### config.mk
export PLATFORM = sky130hd
export DESIGN_NAME = accum_bcd_display
export DESIGN_NICKNAME = d
export VERILOG_FILES = /design/src/rtl/accum_bcd_pkg.sv /design/src/rtl/seg7_decode.sv /design/src/rtl/accum_bcd_display.sv
export SDC_FILE = /design/constraint.sdc
export NUM_CORES = 1
export LEC_CHECK = 0
export CELL_PAD_IN_SITES_DETAIL_PLACEMENT = 0
export CELL_PAD_IN_SITES_GLOBAL_PLACEMENT = 1
export CORE_ASPECT_RATIO = 1.2
export CORE_UTILIZATION = 43
export CTS_BUF_LIST = sky130_fd_sc_hd__clkbuf_8
export CTS_CLUSTER_DIAMETER = 30
export DETAILED_ROUTE_END_ITERATION = 7
export HOLD_SLACK_MARGIN = 0.15
export PLACE_DENSITY = 0.79
export SYNTH_ARGS = -nofsm -noshare
export SYNTH_HDL_FRONTEND = slang
export SYNTH_HIERARCHICAL = 1
export SYNTH_SLANG_ARGS = --single-unit
### constraint.sdc
create_clock -name clk -period 2.7 [get_ports clk]
set_input_delay 0.54 -clock clk [delete_from_list [all_inputs] [get_ports clk]]
set_output_delay 0.54 -clock clk [all_outputs]
set_load 0.005 [all_outputs]
### src/rtl/accum_bcd_pkg.sv
// Shared constants and types for the accumulator BCD display.
package accum_bcd_pkg;

    // Active-low 7-segment codes, bit order gfedcba
    localparam logic [6:0] SEG_BLANK = 7'b1111111;
    localparam logic [6:0] SEG_0     = 7'b1000000;
    localparam logic [6:0] SEG_1     = 7'b1111001;
    localparam logic [6:0] SEG_2     = 7'b0100100;
    localparam logic [6:0] SEG_3     = 7'b0110000;
    localparam logic [6:0] SEG_4     = 7'b0011001;
    localparam logic [6:0] SEG_5     = 7'b0010010;
    localparam logic [6:0] SEG_6     = 7'b0000010;
    localparam logic [6:0] SEG_7     = 7'b1111000;
    localparam logic [6:0] SEG_8     = 7'b0000000;
    localparam logic [6:0] SEG_9     = 7'b0010000;

    typedef enum logic {IDLE, SHIFT} state_t;

    // Ceiling log2, used to size counters that must hold the value n-1
    function automatic int clog2(input int n);
        int r;
        r = 0;
        while ((1 << r) < n) r++;
        return r;
    endfunction

endpackage

### src/rtl/seg7_decode.sv
// BCD digit to active-low 7-segment code; non-BCD input shows blank.
module seg7_decode
    import accum_bcd_pkg::*;
(
    input  logic [3:0] bcd,
    output logic [6:0] seg
);

    // Pure lookup, codes 10..15 blank the digit
    always_comb begin
        seg = SEG_BLANK;
        case (bcd)
            4'd0: seg = SEG_0;
            4'd1: seg = SEG_1;
            4'd2: seg = SEG_2;
            4'd3: seg = SEG_3;
            4'd4: seg = SEG_4;
            4'd5: seg = SEG_5;
            4'd6: seg = SEG_6;
            4'd7: seg = SEG_7;
            4'd8: seg = SEG_8;
            4'd9: seg = SEG_9;
            default: seg = SEG_BLANK;
        endcase
    end

endmodule

### src/rtl/accum_bcd_display.sv
// Add/subtract accumulator with wrap/saturate, sticky range error, and a
// double-dabble converter feeding registered 7-segment digits.
module accum_bcd_display
    import accum_bcd_pkg::*;
#(
    parameter int WIDTH  = 8,
    parameter int DIGITS = 3,
    parameter int LZB    = 1
) (
    input  logic                  clk,
    input  logic                  reset,
    input  logic                  clr,
    input  logic                  add_en,
    input  logic                  sub,
    input  logic                  sat_mode,
    input  logic [WIDTH-1:0]      operand,
    output logic [WIDTH-1:0]      sum,
    output logic                  range_err,
    output logic                  busy,
    output logic                  bcd_valid,
    output logic [7*DIGITS-1:0]   hex
);

    localparam int CNT_W = clog2(WIDTH + 1);
    localparam int BCD_W = 4 * DIGITS;

    // Returns {out_of_range, new_value}; the out-of-range bit flags wrap or clamp
    function automatic logic [WIDTH:0] acc_step(input logic [WIDTH-1:0] a,
                                                input logic [WIDTH-1:0] b,
                                                input logic             do_sub,
                                                input logic             sat);
        logic [WIDTH:0] r;
        logic           ovf;
        if (do_sub) begin
            r   = {1'b0, a} - {1'b0, b};
            ovf = (b > a);
        end else begin
            r   = {1'b0, a} + {1'b0, b};
            ovf = r[WIDTH];
        end
        if (ovf && sat) r[WIDTH-1:0] = do_sub ? '0 : '1;
        return {ovf, r[WIDTH-1:0]};
    endfunction

    // Double-dabble correction: add 3 to every nibble that is 5 or more
    function automatic logic [BCD_W-1:0] add3(input logic [BCD_W-1:0] v);
        logic [BCD_W-1:0] r;
        r = v;
        for (int i = 0; i < DIGITS; i++) begin
            if (r[4*i +: 4] >= 4'd5) r[4*i +: 4] = r[4*i +: 4] + 4'd3;
        end
        return r;
    endfunction

    // Display shown after reset: units zero, upper digits blank or zero
    function automatic logic [7*DIGITS-1:0] reset_hex();
        logic [7*DIGITS-1:0] r;
        for (int i = 0; i < DIGITS; i++) begin
            r[7*i +: 7] = (LZB != 0 && i != 0) ? SEG_BLANK : SEG_0;
        end
        return r;
    endfunction

    state_t              state;
    logic [CNT_W-1:0]    cnt;
    logic [WIDTH-1:0]    bin;
    logic [BCD_W-1:0]    bcd;
    logic [WIDTH:0]      acc_res;
    logic [WIDTH-1:0]    sum_next;
    logic                load;
    logic [WIDTH-1:0]    bin_next;
    logic [BCD_W-1:0]    bcd_next;
    logic [7*DIGITS-1:0] seg_all;
    logic [7*DIGITS-1:0] hex_next;

    // Next accumulator value with clr taking priority over add_en
    always_comb begin
        acc_res  = acc_step(sum, operand, sub, sat_mode);
        load     = clr | add_en;
        sum_next = sum;
        if (clr)         sum_next = '0;
        else if (add_en) sum_next = acc_res[WIDTH-1:0];
    end

    // One double-dabble step: correct nibbles, then shift the binary MSB in
    always_comb begin
        {bcd_next, bin_next} = {add3(bcd), bin} << 1;
    end

    for (genvar g = 0; g < DIGITS; g++) begin : g_dec
        seg7_decode u_dec (
            .bcd (bcd_next[4*g +: 4]),
            .seg (seg_all[7*g +: 7])
        );
    end

    // Leading-zero blanking scans from the top digit down; units always shown
    always_comb begin
        logic seen;
        seen     = 1'b0;
        hex_next = '0;
        for (int i = DIGITS - 1; i >= 0; i--) begin
            if (bcd_next[4*i +: 4] != 4'd0) seen = 1'b1;
            hex_next[7*i +: 7] = (LZB != 0 && !seen && i != 0) ? SEG_BLANK
                                                                : seg_all[7*i +: 7];
        end
    end

    // Accumulator and sticky range-error flag
    always_ff @(posedge clk) begin
        if (reset) begin
            sum       <= '0;
            range_err <= 1'b0;
        end else begin
            sum <= sum_next;
            if (clr)                          range_err <= 1'b0;
            else if (add_en && acc_res[WIDTH]) range_err <= 1'b1;
        end
    end

    // Conversion FSM; any new sum aborts an in-flight conversion and restarts
    always_ff @(posedge clk) begin
        if (reset) begin
            state     <= IDLE;
            cnt       <= '0;
            bin       <= '0;
            bcd       <= '0;
            busy      <= 1'b0;
            bcd_valid <= 1'b1;
            hex       <= reset_hex();
        end else if (load) begin
            state     <= SHIFT;
            cnt       <= CNT_W'(WIDTH);
            bin       <= sum_next;
            bcd       <= '0;
            busy      <= 1'b1;
            bcd_valid <= 1'b0;
        end else if (state == SHIFT) begin
            bin <= bin_next;
            bcd <= bcd_next;
            cnt <= cnt - CNT_W'(1);
            if (cnt == CNT_W'(1)) begin
                state     <= IDLE;
                busy      <= 1'b0;
                bcd_valid <= 1'b1;
                hex       <= hex_next;
            end
        end
    end

endmodule
Yosys cells after proc, flatten, opt, wreduce, memory -nomap -nowiden
Memories as Yosys holds them, arrays and structs flattened. A register that Yosys moved wholly into a read port is not among the register bits. Cells that the tools add are included.

Bits in read-only memories: 336. Flip-flop bits (word level): 57. Memories: 3.

Memories: (no name shown) (depth 16, bits a word 7, read ports 1, clocked after memory_dff 1, wr ports 0, RTL line seg7_decode.sv:12) `case (bcd)`; (no name shown) (depth 16, bits a word 7, read ports 1, clocked after memory_dff 0, wr ports 0, RTL line seg7_decode.sv:12); (no name shown) (depth 16, bits a word 7, read ports 1, clocked after memory_dff 0, wr ports 0, RTL line seg7_decode.sv:12).

Mux-type cells: 26. Add/subtract/negate cells: 6. Order comparisons: 4. Reductions and logical operators: 10. Equal/unequal tests: 1. Bitwise logic cells: 2.

Operator list (count): 8-bit 2-to-1 mux (7); 4-bit 2-to-1 mux (4); 7-bit 2-to-1 mux (2); 4-bit by 3-bit greater-or-equal comparator with 1-bit output, second input constant (3); 1-bit 2-to-1 mux (12); 8-bit by 8-bit adder with 9-bit output (1); 4-bit by 2-bit adder with 4-bit output, second input constant (2); 8-bit greater-than comparator (1); 4-bit nonzero test (2); 8-bit subtractor (1); 4-bit by 1-bit == test with 1-bit output, second input constant (1); 2-bit nonzero test (2); 2-bit OR reduction (2); 4-bit by 1-bit subtractor with 4-bit output, second input constant (1); 3-bit by 2-bit adder with 3-bit output, second input constant (1); 3-bit 2-to-1 mux (1); 3-bit AND reduction (1); 1-bit logical AND (2); 2-bit AND reduction (1); 1-bit inverter (1); 1-bit bitwise OR (1).

Longest topological paths before layout
Gate-level depths: netlist (run 1).

Word-level depth: 7. Mapped depth: 12. Gate-level depth less buffers: 12.

Cells and area by module
Netlist (run 1), hierarchy kept.

By module, submodules not included: accum_bcd_display (cells each 368, instances 1, area each 3188.1 µm²); seg7_decode (g_dec[1].u_dec ...) (cells each 33, instances 2, area each 210.2 µm²); seg7_decode (g_dec[0].u_dec) (cells each 31, instances 1, area each 200.2 µm²).

Least setup slack after synthesis (run 1)
No wires, ideal clock.

Path type: input to register. Start: input operand[2]. End: register sum[5]. Buffers on the path: 1. Arrival: 2294 ps. Required time: 2575 ps. Setup time: 125 ps. Stages: 10. Path slack: 281 ps. Cell sequence: inv_1 ha_1 clkbuf_1 nand2b_1 a221oi_1 o221a_2 nand2_1 nor4b_1 a31oi_1 o21ai_0.

Longest elaborated chain between the ends: 6.

RTL lines: start: declaration (RTL line accum_bcd_display.sv:16) `input logic [WIDTH-1:0] operand,`; 8-bit by 8-bit adder with 9-bit output / 8-bit greater-than comparator (equally long branches) (RTL line accum_bcd_display.sv:38, accum_bcd_display.sv:36); 1-bit 2-to-1 mux (RTL line accum_bcd_display.sv:34) `if (do_sub) begin`; 1-bit logical AND (RTL line accum_bcd_display.sv:41) `if (ovf && sat) r[WIDTH-1:0] = do_sub ? '0 : '1;`; 8-bit 2-to-1 mux (*) (RTL line accum_bcd_display.sv:41); 8-bit 2-to-1 mux (*) (RTL line accum_bcd_display.sv:82) `else if (add_en) sum_next = acc_res[WIDTH-1:0];`; 8-bit 2-to-1 mux (*) (RTL line accum_bcd_display.sv:81) `if (clr) sum_next = '0;`; end signal: assignment (RTL line accum_bcd_display.sv:115) `sum <= sum_next;`; end: declaration (RTL line accum_bcd_display.sv:17) `output logic [WIDTH-1:0] sum,`.

Mark *: on every way between the ends. The rest lies on a longest branch, timed or not. A chain may end at the register's enable or synchronous reset.

Final worst setup path (run 1)
Start: input operand[3]. End: register sum[6].

The elaborated chain is that of the path after synthesis.

==> results.cfg, run 1 <==
[run_status]
outcome = finished clean

[synth]
synth_fa_ha_area_share_pct = 13.9
netlist_instances = 465
syn_area_per_cell_um2 = 8.19
synthXorXnorAreaFrac_pct = 2.30
yosysWarnings = 6
synth_cell_types = 55
synth_top_family_by_area = compound AO/OA/AOI/OAI gates
syn_area_um2 = 3810
synthArstFlopShare_pct = 0
syn_nets = 520
ys.flop_type = dfxtp_1
ys_ff_latch = 57
synth_compound_area_share_pct = 23.4
seq_area_frac_synth_pct = 30.0
synth-edff-count = 0
synthMuxAreaShare_pct = 5.62
yosys.area_share.simple_pct = 18.3

[clock_network]
cts_sinks = 57
clock_latency_ns = 0.32
cts_root_buf = clkbuf_8
cts_buffers = 9
cts_tree = yes
htreeDepth = 3
clkTransAtPathRegs_ns = 0.06
post_cts_buffers = 0
clockBufferDepth = 2
postCtsHoldBufs = 0

[layout]
insertedDiodeCount = 0
area_delta_synth_final_pct = 28.2
post-route-util_pct = 57.0
n_fill_cell = 816
layout.nets = 597
drive_above_1_share_pct = 14.3
fin_cells = 664

[critical_path]
arrival_ns = 2.79
startpoint_type = input port
critPathSlowestCell = clkdlybuf4s50_1
r2r_end = hex[9]
cp_top_family = compound AO/OA/AOI/OAI gates
max_stage_delay_ns = 0.48
end_kind = flop
rrSetupSlack_ns = 0.26
reg2regPathDepth = 9
crit_chain = clkdlybuf4s50_1 > inv_1 > ha_1 > a21o_1 > a31o_2 > a21o_1 > a211oi_1 > nor3_1 > a32oi_1 > nand2_1
worstPathMaxFanout = 5
crit_type = in2reg
required_ns = 2.90
path_common_cell = a21o_1
rr_startpoint = bcd[5]
cp_num_buf_inv = 2

[sta]
final_hold_viol_count = 0
final-max-slew-violation-count = 0
maxSlewHeadroom_pct = 68.1
timing.fmax_mhz = 387
setup_viol = 0
whs_ns = 0.453
final.setup.worst_slack_ns = 0.115
period_minus_slack_ns = 2.58
fin_worst_skew_ns = 0.0102
fin_crit_sh_pct = 95.7
tightest_slew_ns = 0.476

[die]
core_area_um2 = 8560
dieArea_um2 = 9240
num_io_pins = 46
start_util_pct = 44.5
rows = 37
fp.dieW_um = 87.9
die_y_um = 105

[global_routing]
grt_pass1_vias = 3206
antenna_found_initial = 0
grt_pass1_wl_um = 14600
grtUsageTotal_pct = 20.0
grt_max_degree = 30
grt.overflow.total = 0

[detailed_routing]
drt_pass1_iterations = 5
viasPerCell = 5.19
avgRoutedWirePerCell_um = 13.1
vias = 3443
antenna_left = 0
drcViolationCount = 0
finalWirelength_um = 8700
dr.first_iter.drc_count = 129

[min_path]
holdPathEnd = bcd_valid
hold_path.startpoint = bcd_valid
min-delay-path-class = reg2reg
holdPathStages = 1

[placement]
portBuffers = 45
placed_cells = 648
dp_hpwl_um = 6860
gp_congestion = 0.921
place_ws_ns = -0.347

[power_and_ir_drop]
power_density_nw_per_um2 = 424
power.total_uw = 2070
peakVddDrop_mv = 0.208
leakage_uw = 0.00216

[run]
cap_violations = 0
## per-layer routing
layer	routed length [µm]	vias to the layer above	global-route usage, %	share of wire, %
li1	-	1777	-	-
met1	3830	1605	23.7	44
met2	4590	55	35.7	53
met3	201	6	3.63	2.3
met4	84	0	6.09	0.97
met5	0	-	0	0
## cell type report
type	count	area, µm²	area share [%]
Sequential cell	57	1140	23.4
Clock buffer	12	165	3.38
Tap cell	117	146	3.00
Clock inverter	4	42.5	0.871
Inverter	38	143	2.92
Multi-Input combinational cell	349	2480	50.8
Timing Repair Buffer	87	766	15.7
## how the worst max path moves through the flow
stage / cells after the start / from / slack [ns] / to
2_1_floorplan: 10 / operand[2] / 0.28 / sum[5]
3_3_place_gp: 10 / operand[2] / -0.30 / sum[5]
3_5_place_dp: 10 / operand[2] / -0.35 / sum[5]
4_1_cts: 9 / operand[0] / 0.05 / sum[2]
5_1_grt: 10 / operand[3] / -0.005 / sum[5]
6_report: 10 / operand[3] / 0.12 / sum[6]
## flip-flops by register name, summed over array words and instances, names as in the netlist
register   cells
sum            8
hex           21
bcd_valid      1
bin            8
range_err      1
bcd           12
busy           1
state          1
cnt            4
## through the flow
stage / cell area, µm² / TNS [ns]
finish: 4880 / 0
CTS: 4830 / 0
floorplan: 3810 / 0
global route: 4880 / -0.00450
global placement: 4620 / -3.29
detailed placement: 4620 / -3.86
## synthesized netlist by cell type (2+ instances only)
cell type  count  area share, %
nor3_1         7           0.92
nor3b_1        5           0.99
o211ai_1       3           0.59
mux2_2         3           0.89
a31o_2         3           0.69
o21ai_0       45            5.9
a21oi_2        4           0.92
dfxtp_1       57             30
nand2_1       28            2.8
and3_1         2           0.33
a32o_1         2           0.53
or3_1          4           0.66
o21a_1         2           0.39
ha_1          39             13
xnor2_1        9            2.1
or2_1          3           0.49
a211o_1        2           0.46
buf_6          3           0.89
o22a_1        14            3.2
or2b_1         2           0.39
a21oi_1       23            3.0
a31oi_1        8            1.3
buf_2          3           0.39
clkbuf_1      12            1.2
a21o_1         6            1.2
nor2_1        56            5.5
nand2b_1      17            2.8
mux2i_1       18            4.7
fa_1           2            1.1
inv_1         37            3.6
o31ai_1        2           0.39
nor2b_1        4           0.66
nand3b_1       2           0.39
buf_1          3           0.30
nand3_1        7           0.92
a211oi_1       7            1.4
o21bai_1       3           0.59
## where the power goes
part	switching [µW]	leakage (µW)	internal (µW)
combinational	193	0.00158	185
clock	316	0.000115	494
sequential	19.9	0.000463	862
## what timing repair did
item,CTS,global route
gates cloned,0,0
pin swaps,0,2
gates resized for setup,1,8
hold endpoints to repair,0,0
setup endpoints to repair,1,17
## worst register-to-register path, cell delays in order, from the launching register on
cell	delay, ns
dfxtp_1	0.38
inv_1	0.09
ha_1	0.17
nand2b_1	0.14
nor3b_1	0.15
a21oi_2	0.13
inv_1	0.11
or4_4	0.56
o41ai_4	0.42
o22a_1	0.21
## logic make-up (layout without fill, tap and decap cells)
kind of cell,Yosys count,after routing
AND/OR/NAND/NOR,143,143
AO/OA/AOI/OAI,134,134
buffers and inverters,59,141
flip-flops,57,57
adder cells (fa/ha/maj),41,41
multiplexers,21,21
XOR/XNOR,10,10
## layout by cell type (no fill, tap or decap), types with 4 or more instances in the layout
cell              n
buf_4            42
ha_1             39
nor3b_1           5
xnor2_1           7
nor2b_1           4
nand3_1           7
a21oi_1          23
a31oi_1           7
o21ai_0          45
or3_1             4
clkbuf_8         12
nand2_1          27
inv_1            39
mux2i_1          18
clkdlybuf4s50_1  45
nor3_1            7
a211oi_1          6
a21o_1            6
a21oi_2           4
nand2b_1         17
dfxtp_1          57
nor2_1           56
o22a_1           14
Note: power is estimated with default switching activity, not from simulation.
==> run 2, diff against run 1 <==
- CORE_UTILIZATION: 43 -> 42
- CTS_BUF_LIST: sky130_fd_sc_hd__clkbuf_8 -> sky130_fd_sc_hd__clkbuf_4 sky130_fd_sc_hd__clkbuf_8 sky130_fd_sc_hd__clkbuf_16
- PLACE_DENSITY: 0.79 -> 0.77
==> run 2 against run 1 <==
  * First-iteration DRC count shrank 20%
  * Die area grew 2.3%
  * Cell area is essentially flat
==> results.cfg, run 2 (synthesis results as in run 1) <==
[run_status]
outcome = finished clean

[global_routing]
grt_max_degree = 30
grt_pass1_wl_um = 15200
grt_pass1_vias = 3270
grt.overflow.total = 0
antenna_found_initial = 0
grtUsageTotal_pct = 20.4

[min_path]
min-delay-path-class = reg2reg
hold_path.startpoint = bcd_valid
holdPathEnd = bcd_valid
holdPathStages = 1

[detailed_routing]
finalWirelength_um = 8880
avgRoutedWirePerCell_um = 13.3
dr.first_iter.drc_count = 103
antenna_left = 0
drt_pass1_iterations = 4
viasPerCell = 5.19
vias = 3465
drcViolationCount = 0

[die]
core_area_um2 = 8700
die_y_um = 106
dieArea_um2 = 9450
start_util_pct = 43.8
fp.dieW_um = 88.9
rows = 37
num_io_pins = 46

[power_and_ir_drop]
leakage_uw = 0.00215
power.total_uw = 2080
power_density_nw_per_um2 = 425
peakVddDrop_mv = 0.273

[clock_network]
cts_tree = yes
clock_latency_ns = 0.33
cts_resized = 0
cts_sinks = 57
htreeDepth = 3
cts_root_buf = clkbuf_8
clkTransAtPathRegs_ns = 0.07
cts_buffers = 9
post_cts_buffers = 0
postCtsHoldBufs = 0
clockBufferDepth = 2

[critical_path]
rr_startpoint = bcd[5]
reg2regPathDepth = 9
worstPathMaxFanout = 2
crit_type = in2reg
end_kind = flop
startpoint_type = input port
arrival_ns = 2.78
r2r_end = hex[10]
required_ns = 2.91
rrSetupSlack_ns = 0.24

[placement]
dp_hpwl_um = 6910
gp_congestion = 0.891
place_ws_ns = -0.314
portBuffers = 45

[sta]
period_minus_slack_ns = 2.57
fin_crit_sh_pct = 95.1
tns_ns = 0
maxSlewHeadroom_pct = 37.4
timing.fmax_mhz = 390
final-max-slew-violation-count = 0
final.setup.worst_slack_ns = 0.133
final_hold_viol_count = 0
tightest_slew_ns = 0.932
setup_viol = 0
fin_worst_skew_ns = 0.00998

[layout]
reg_top3 = hex: 21 flops, bcd: 12 flops
largest_reg_flops = 21
drive_above_1_share_pct = 15.1
layout_common_cells = dfxtp_1, nor2_1, buf_4
layout.nets = 602
final_common_cell = dfxtp_1
n_fill_cell = 895
regArea_um2 = 1140
post-route-util_pct = 56.1
multi_input_area_um2 = 2450
insertedDiodeCount = 0
top_register = hex
area_delta_synth_final_pct = 28.3

[run]
cap_violations = 0
[run 2: metrics by stage]
stage / cells / hold WS [ns] / instance area (µm²)
floorplan: 465 / 0.451 / 3810
global placement: 653 / 0.436 / 4650
detailed placement: 653 / 0.449 / 4650
CTS: 668 / 0.462 / 4850
global route: 668 / 0.496 / 4890
finish: 668 / 0.458 / 4890
[run 2: how the worst max path moves through the flow]
stage / start / to / slack (ns) / depth (start not counted)
floorplan: operand[2] / sum[5] / 0.28 / 10
detailed placement: operand[2] / sum[5] / -0.31 / 10
finish: operand[2] / sum[6] / 0.13 / 11
global placement: operand[2] / sum[6] / -0.26 / 11
global route: operand[0] / sum[5] / -0.004 / 10
CTS: operand[2] / sum[6] / 0.02 / 11
[run 2: cell type report]
type,instances,area share (%)
sequential,57,23.4
clock inverter,3,0.819
tap,117,3.00
clock buffer,12,3.25
inverter,38,2.92
timing repair buffer,92,16.4
multi-input combinational,349,50.2
[run 2: critical path, cell delays in order]
cell and delay [ns]:
clkdlybuf4s50_1 0.48, inv_1 0.05, ha_1 0.30, nand2b_1 0.18, a221oi_2 0.29, buf_4 0.17
o21bai_1 0.07, nor3b_1 0.14, o31a_1 0.26, o21ai_0 0.20, nand2_1 0.09
[run 2: power by group]
| group | internal (µW) | switching (µW) |
|---|---|---|
| combinational | 190 | 196 |
| sequential | 862 | 18.9 |
| clock | 479 | 333 |
| total | 1530 | 548 |
[run 2: per-layer routing]
layer	vias to the layer above	GRT usage (%)	part of all wire, %	wire [µm]
met5	-	0	0	0
met4	0	6.12	1.8	159
li1	1787	-	-	-
met2	58	34.6	49	4350
met1	1606	26.0	46	4070
met3	14	3.73	3.4	300
